==> src/rtl/clk_div_ctrl.sv <==
// Run-time programmable clock divider with 50% duty for even and odd ratios.
// Ratio changes and start/stop are deferred to an output-period boundary so clk_out never glitches.
// Config handshake: cfg_ready = !busy; a request held while busy is accepted once the change lands.
module clk_div_ctrl #(
   parameter int CNT_W   = 8,
   parameter int DEF_DIV = 5
) (
   input  logic             clk_in,
   input  logic             rst_n,
   input  logic             enable,
   input  logic             cfg_valid,
   input  logic [CNT_W-1:0] cfg_div,
   output logic             cfg_ready,
   output logic             cfg_err,
   output logic             busy,
   output logic             running,
   output logic             tick,
   output logic             clk_out
);

   typedef enum logic [1:0] {
      ST_IDLE = 2'd0,
      ST_RUN  = 2'd1,
      ST_PEND = 2'd2
   } state_t;

   localparam logic [CNT_W-1:0] DEF_DIV_V = CNT_W'(DEF_DIV);

   state_t           state_q, state_d;
   logic [CNT_W-1:0] cnt_q, cnt_d;
   logic [CNT_W-1:0] div_q, div_d;
   logic [CNT_W-1:0] pend_q, pend_d;
   logic             busy_q, busy_d;
   logic             err_q, err_d;
   logic             tick_q, tick_d;
   logic             run_q, run_d;
   logic             p_q, p_d;
   logic             n_q;

   logic             accept;
   logic             cfg_ok;
   logic             last;

   // Next-state and registered-output computation for the period sequencer.
   always_comb begin
      accept  = cfg_valid && !busy_q;
      cfg_ok  = (cfg_div >= CNT_W'(2));
      last    = (cnt_q == (div_q - CNT_W'(1)));

      state_d = state_q;
      cnt_d   = cnt_q;
      div_d   = div_q;
      pend_d  = pend_q;
      busy_d  = busy_q;
      err_d   = accept && !cfg_ok;

      case (state_q)
         ST_IDLE: begin
            // Nothing is being generated, so a new ratio can take effect at once.
            cnt_d = '0;
            if (accept && cfg_ok) begin
               div_d = cfg_div;
            end
            if (enable) begin
               state_d = ST_RUN;
            end
         end
         ST_RUN: begin
            if (last) begin
               // A request landing exactly on the wrap edge is already at a boundary.
               cnt_d = '0;
               if (accept && cfg_ok) begin
                  div_d = cfg_div;
               end
               if (!enable) begin
                  state_d = ST_IDLE;
               end
            end else begin
               cnt_d = cnt_q + CNT_W'(1);
               if (accept && cfg_ok) begin
                  pend_d  = cfg_div;
                  busy_d  = 1'b1;
                  state_d = ST_PEND;
               end
            end
         end
         ST_PEND: begin
            if (last) begin
               cnt_d   = '0;
               div_d   = pend_q;
               busy_d  = 1'b0;
               state_d = enable ? ST_RUN : ST_IDLE;
            end else begin
               cnt_d = cnt_q + CNT_W'(1);
            end
         end
         default: begin
            state_d = ST_IDLE;
            cnt_d   = '0;
            busy_d  = 1'b0;
         end
      endcase

      // Outputs are registered from next-state values so they align with the counter.
      run_d  = (state_d != ST_IDLE);
      tick_d = run_d && (cnt_d == '0);
      p_d    = run_d && (cnt_d < (div_d >> 1));
   end

   // Rising-edge state: sequencer, ratio registers and the posedge phase.
   always_ff @(posedge clk_in) begin
      if (!rst_n) begin
         state_q <= ST_IDLE;
         cnt_q   <= '0;
         div_q   <= DEF_DIV_V;
         pend_q  <= DEF_DIV_V;
         busy_q  <= 1'b0;
         err_q   <= 1'b0;
         tick_q  <= 1'b0;
         run_q   <= 1'b0;
         p_q     <= 1'b0;
      end else begin
         state_q <= state_d;
         cnt_q   <= cnt_d;
         div_q   <= div_d;
         pend_q  <= pend_d;
         busy_q  <= busy_d;
         err_q   <= err_d;
         tick_q  <= tick_d;
         run_q   <= run_d;
         p_q     <= p_d;
      end
   end

   // Half-cycle stretch of the phase, used only for odd ratios.
   always_ff @(negedge clk_in) begin
      if (!rst_n) begin
         n_q <= 1'b0;
      end else begin
         n_q <= p_q;
      end
   end

   // OR of two flops: p is low whenever n could differ across a ratio change, so no glitch.
   assign clk_out   = p_q | (div_q[0] & n_q);
   assign cfg_ready = !busy_q;
   assign cfg_err   = err_q;
   assign busy      = busy_q;
   assign running   = run_q;
   assign tick      = tick_q;

endmodule
==> config.mk <==
export PLATFORM = sky130hd
export DESIGN_NAME = clk_div_ctrl
export DESIGN_NICKNAME = d
export VERILOG_FILES = /design/src/rtl/clk_div_ctrl.sv
export SDC_FILE = /design/constraint.sdc
export NUM_CORES = 1
export LEC_CHECK = 0
export BUFFER_PORTS_ARGS = -buffer_cell sky130_fd_sc_hd__buf_4
export CORE_MARGIN = 5
export CORE_UTILIZATION = 40
export CTS_CLUSTER_DIAMETER = 30
export DETAILED_ROUTE_END_ITERATION = 6
export HOLD_SLACK_MARGIN = 0.15
export PLACE_DENSITY_LB_ADDON = 0.25
export REMOVE_ABC_BUFFERS = 1
export SLEW_MARGIN = 5
export SYNTH_ARGS = -nofsm -noshare
export SYNTH_HDL_FRONTEND = slang
export SYNTH_SLANG_ARGS = --single-unit
==> constraint.sdc <==
create_clock -name clk_in -period 4.2 [get_ports clk_in]
set_clock_uncertainty 0.05 [all_clocks]
set_input_delay 0.63 -clock clk_in [delete_from_list [all_inputs] [get_ports clk_in]]
set_output_delay 0.63 -clock clk_in [all_outputs]
set_load 0.005 [all_outputs]
======== Yosys cells after proc, flatten, opt, wreduce, memory -nomap -nowiden ========
Index checks and enable logic that the tools add are counted.
storage, ports and cells
  bits in latches ......................... 0
  flip-flop bits (word level) ............. 32
  memories ................................ 0
  word-level logic and storage cells ...... 58
  ROM bits ................................ 0
  RAM bits ................................ 0
  bits of input ports ..................... 12
  output and inout port bits .............. 6
cells by class
  eq/ne operators ......................... 7
  bitwise operators ....................... 4
  add/sub/neg operators ................... 2
  magnitude comparators ................... 2
  reductions and logical operators ........ 15
  divide/modulo/power cells ............... 0
  shift operators ......................... 0
  multipliers ............................. 0
  mux-type cells .......................... 17
operators by type and width
  cell                                                                count
  two-way mux 8 bit                                                   5
  case mux 8 bit (3 select lines)                                     1
  two-way mux 2 bit                                                   5
  adder 8 x 1 -> 8 bit (second input constant)                        1
  equality test 8 bit                                                 1
  greater-or-equal comparator 8 x 2 -> 1 bit (second input constant)  1
  logical NOT 8 bit                                                   1
  less-than comparator 8 x 7 -> 1 bit                                 1
  inequality test 2 bit (second input constant)                       4
  subtractor 8 x 1 -> 8 bit (second input constant)                   1
  case mux 2 bit (3 select lines)                                     1
  AND reduction 3 bit                                                 2
  logical AND 1 bit                                                   5
  two-way mux 1 bit                                                   4
  AND reduction 4 bit                                                 1
  case mux 1 bit (3 select lines)                                     1
  nonzero test 3 bit                                                  1
  equality test 2 x 1 -> 1 bit (second input constant)                1
  equality test 2 bit (second input constant)                         1
  logical NOT 1 bit                                                   2
  logical NOT 2 bit                                                   1
  inverter 1 bit                                                      2
  nonzero test 2 bit                                                  1
  OR reduction 2 bit                                                  1
  other kinds (2)                                                     2

======== Logic depth before layout (Yosys ltp) ========
  depth in word-level cells ............... 8
  depth in mapped cells ................... 18
  gate-level depth less buffers ........... 17

==> out/summary.json <==
{
  "run_status": {"value": "finished clean"},
  "clock_tree.buffer_depth": {"value": 2},
  "synth-edff-count": {"value": 0},
  "post_cts_setup_repair_bufs": {"value": 0},
  "netlist.top_cell.by_area": {"value": "dfxtp_1"},
  "timing.final.crit_period": {"value": 3.825, "unit": "ns"},
  "die-height": {"value": 83.88, "unit": "µm"},
  "grt_max_degree": {"value": 17},
  "ys_async_sr_fraction": {"value": 0},
  "antenna_cells_inserted": {"value": 0},
  "worst_setup_slack_for_register_to_register_paths": {"value": 0.37, "unit": "ns"},
  "share_of_cells_above_drive_strength_1": {"value": 0.1285},
  "clock_root_buffer": {"value": "clkbuf_8"},
  "clkTransAtPathRegs": {"value": 0.07, "unit": "ns"},
  "whs_path_depth": {"value": 2},
  "power.net_switching": {"value": 598.5, "unit": "µW"},
  "power.share.switching": {"value": 0.4337},
  "vdd.ir_drop.worst": {"value": 369.2, "unit": "µV"},
  "yosys_most_used_dff": {"value": "dfxtp_1"},
  "coreArea": {"value": 5405, "unit": "µm²"},
  "grt.overflow.total": {"value": 0},
  "maxCapViolations": {"value": 0},
  "clkLatencyLatePin": {"value": 0.29, "unit": "ns"},
  "vias_per_cell": {"value": 5.742},
  "cts_htree_levels": {"value": 2},
  "max_clock_freq": {"value": 261.4, "unit": "MHz"},
  "worst_setup_path_category": {"value": "flip-flop to flip-flop"},
  "power_per_standard_cell_area": {"value": 564.5, "unit": "nW/µm²"},
  "cts.repair.resized": {"value": 0},
  "place.gp.congestion": {"value": 0.8794},
  "worst_setup_path_end_kind": {"value": "flip-flop"},
  "numPortBuffers": {"value": 17},
  "timing.final.max_slew_violations": {"value": 0},
  "timing_hold_violations_final": {"value": 0},
  "detail_route.wl_per_cell": {"value": 15.83, "unit": "µm"},
  "layout_worst_path_cycle_share": {"value": 0.9108},
  "fin_tns_setup": {"value": 0, "unit": "ns"},
  "grt_util_all_layers": {"value": 0.1671},
  "vias_in_the_first_global_route": {"value": 1919},
  "global_route_wire_length_before_repair": {"value": 9.432, "unit": "mm"},
  "finalSetupViolCount": {"value": 0},
  "die_area": {"value": 7036, "unit": "µm²"},
  "drt_iter0_drc": {"value": 159},
  "yosys_warnings": {"value": 0},
  "synthesized_area_per_cell": {"value": 7.998, "unit": "µm²"},
  "slew_headroom": {"value": 0.6008},
  "power.share.clock": {"value": 0.179},
  "hpwl": {"value": 4.258, "unit": "mm"},
  "synthTopCellsByArea": {"value": "dfxtp_1, ha_1, and3_1, nand2_1, a21oi_1"},
  "start_util": {"value": 0.4039},
  "dr.pass1.iters": {"value": 7},
  "cts_inserted_buffers": {"value": 5},
  "postCtsHoldBufs": {"value": 0},
  "seq_power_share": {"value": 0.322},
  "finalWorstSetupSlack": {"value": 0.3747, "unit": "ns"},
  "timing.rr.start": {"value": "div_q[0]"},
  "hold-path-endpoint": {"value": "pend_q[0]"},
  "ys_types": {"value": 57},
  "num_rows": {"value": 27},
  "finalHoldWorstSlack": {"value": 0.4460, "unit": "ns"},
  "data_arrival_time_of_the_critical_path": {"value": 3.98, "unit": "ns"},
  "power.internal": {"value": 781.6, "unit": "µW"},
  "pwr-share-comb": {"value": 0.500},
  "cts_tree": {"value": "done"},
  "syn_area": {"value": 2183, "unit": "µm²"},
  "detail_route.wirelength": {"value": 5.700, "unit": "mm"},
  "synth-seq-area-share": {"value": 0.2934},
  "drc": {"value": 0},
  "critPathMaxFanout": {"value": 8},
  "syn2layout_area_growth": {"value": 11.98, "unit": "%"},
  "preCtsSetupSlack": {"value": 0.3346, "unit": "ns"},
  "ys_ff_latch": {"value": 32},
  "detailroute.via_count": {"value": 2067},
  "clkSinkCount": {"value": 32},
  "drtAntennaViolNets": {"value": 0},
  "tightest_slew": {"value": 0.5966, "unit": "ns"},
  "synthesis.instances": {"value": 273},
  "antenna_found_initial": {"value": 0},
  "timing.hold.worst.class": {"value": "flip-flop to flip-flop"},
  "timing.critical_path.from_type": {"value": "flip-flop"},
  "p_leak": {"value": 1.108, "unit": "nW"},
  "synth_largest_type_area_fraction": {"value": 0.2934},
  "worst_r2r_endpoint": {"value": "p_q"},
  "nNetsFinal": {"value": 311},
  "final.fill_count": {"value": 551},
  "worstHoldStart": {"value": "pend_q[0]"},
  "total_power": {"value": 1.380, "unit": "mW"},
  "grt_setup_unrepaired": {"value": "no"},
  "io_pins": {"value": 18},
  "worst-r2r-cell-count": {"value": 16},
  "crit_required": {"value": 4.36, "unit": "ns"},
  "die_width": {"value": 83.88, "unit": "µm"}
}
critical path: stages (launching register included):
cell and delay [ns]:
dfxtp_1 0.42, inv_1 0.10, ha_1 0.28, nand2b_1 0.17, o211a_1 0.13, nor4_1 0.27, and3_2 0.30, a21oi_2 0.06
or2_1 0.29, a222oi_1 0.42, ha_1 0.32, a21o_1 0.19, a211oi_2 0.26, nand2_1 0.08, o2111ai_1 0.08, a21oi_1 0.06
nor4_1 0.25
kinds of logic (layout without fill, tap and decap cells):
family,Yosys count,count (layout),share of synthesized area
adders and majority gates,12,12,0.06877
buffers and inverters,23,38,0.04813
muxes,10,10,0.04642
DFF,32,32,0.2934
xor gates and xnor gates,12,12,0.04814
AOI/OAI and AO/OA,65,65,0.2086
and+or+nand+nor,119,119,0.2865
worst max-delay path by stage:
| stage | depth (start not counted) | from | slack [ns] | endpoint |
|---|---|---|---|---|
| after global placement | 16 | div_q[0] | 0.48 | p_q |
| after floorplan | 16 | div_q[0] | 0.76 | p_q |
| after detailed placement | 16 | div_q[1] | 0.33 | p_q |
| after CTS | 16 | div_q[1] | 0.31 | p_q |
| after global routing | 16 | div_q[0] | 0.01 | p_q |
| final | 16 | div_q[0] | 0.37 | p_q |
metal layers:
layer  up-vias  share of wire  track usage
met2        62           0.45       0.2531
met5         -              0            0
met1       962           0.46       0.2237
li1       1022              -            -
met3        21          0.042      0.02665
met4         0          0.043      0.09503
state kept, by name, indices dropped and copies added (netlist names):
name,flops
cnt_q,8
div_q,8
pend_q,8
state_q,2
busy,1
cfg_err,1
n_q,1
p_q,1
running,1
tick,1
power by group through the flow:
stage | Combinational, mW | Sequential, mW | Clock (mW)
3_3_place_gp | 0.672 | 0.448 | 0.00298
2_1_floorplan | 0.505 | 0.423 | 0.00298
5_1_grt | 0.766 | 0.454 | 0.269
3_5_place_dp | 0.674 | 0.449 | 0.00298
6_report | 0.690 | 0.444 | 0.247
4_1_cts | 0.678 | 0.442 | 0.254
cell type report:
class	instances	area (µm²)	share of cell area
multi-input combinational	218	1443	0.5901
sequential	32	641.9	0.2625
timing repair buffer	18	135.1	0.05527
tap	72	90.09	0.03685
clock buffer	6	82.58	0.03378
inverter	11	41.29	0.01689
clock inverter	3	11.26	0.004606
layout by cell type (no fill, tap or decap), types with 2 or more instances in the layout:
master	count
clkbuf_8	6
nand3_1	6
o21ai_0	8
xor2_1	3
nor2b_1	4
nor4_1	4
nor3_2	2
dfxtp_1	31
mux2i_1	9
nor3_1	8
a31oi_1	5
a21oi_1	18
ha_1	12
o31a_1	2
nand2_1	27
nand2b_1	7
inv_1	14
a222oi_1	4
or3_1	2
and4_1	2
o211ai_1	2
buf_4	18
nor2_1	24
and2_1	3
xnor2_1	9
a21o_1	4
a311o_1	4
and3_1	20
stage by stage:
| stage | cell area (µm²) | cells | utilization |
|---|---|---|---|
| after floorplan | 2123 | 262 | - |
| after CTS | 2439 | 360 | 0.4512 |
| after global placement | 2349 | 352 | 0.4345 |
| final | 2445 | 360 | 0.4523 |
| after global routing | 2445 | 360 | 0.4523 |
| after detailed placement | 2349 | 352 | 0.4345 |
Yosys cell counts (all sizes together) (2+ instances only):
library cell,instances
nor3,10
a31oi,5
xnor2,9
a21boi,2
a211oi,2
and3,21
buf,5
inv,12
nand3,7
a21o,4
a311o,4
nand2,28
nor4,4
nand2b,7
nor2b,4
clkbuf,6
ha,12
mux2i,9
o211ai,2
a21oi,19
o21ai,10
dfxtp,32
nor2,24
a222oi,4
o31a,2
or2,2
xor2,3
or3,2
and2,3
and4,2
Power figures use the tool's default switching activity.
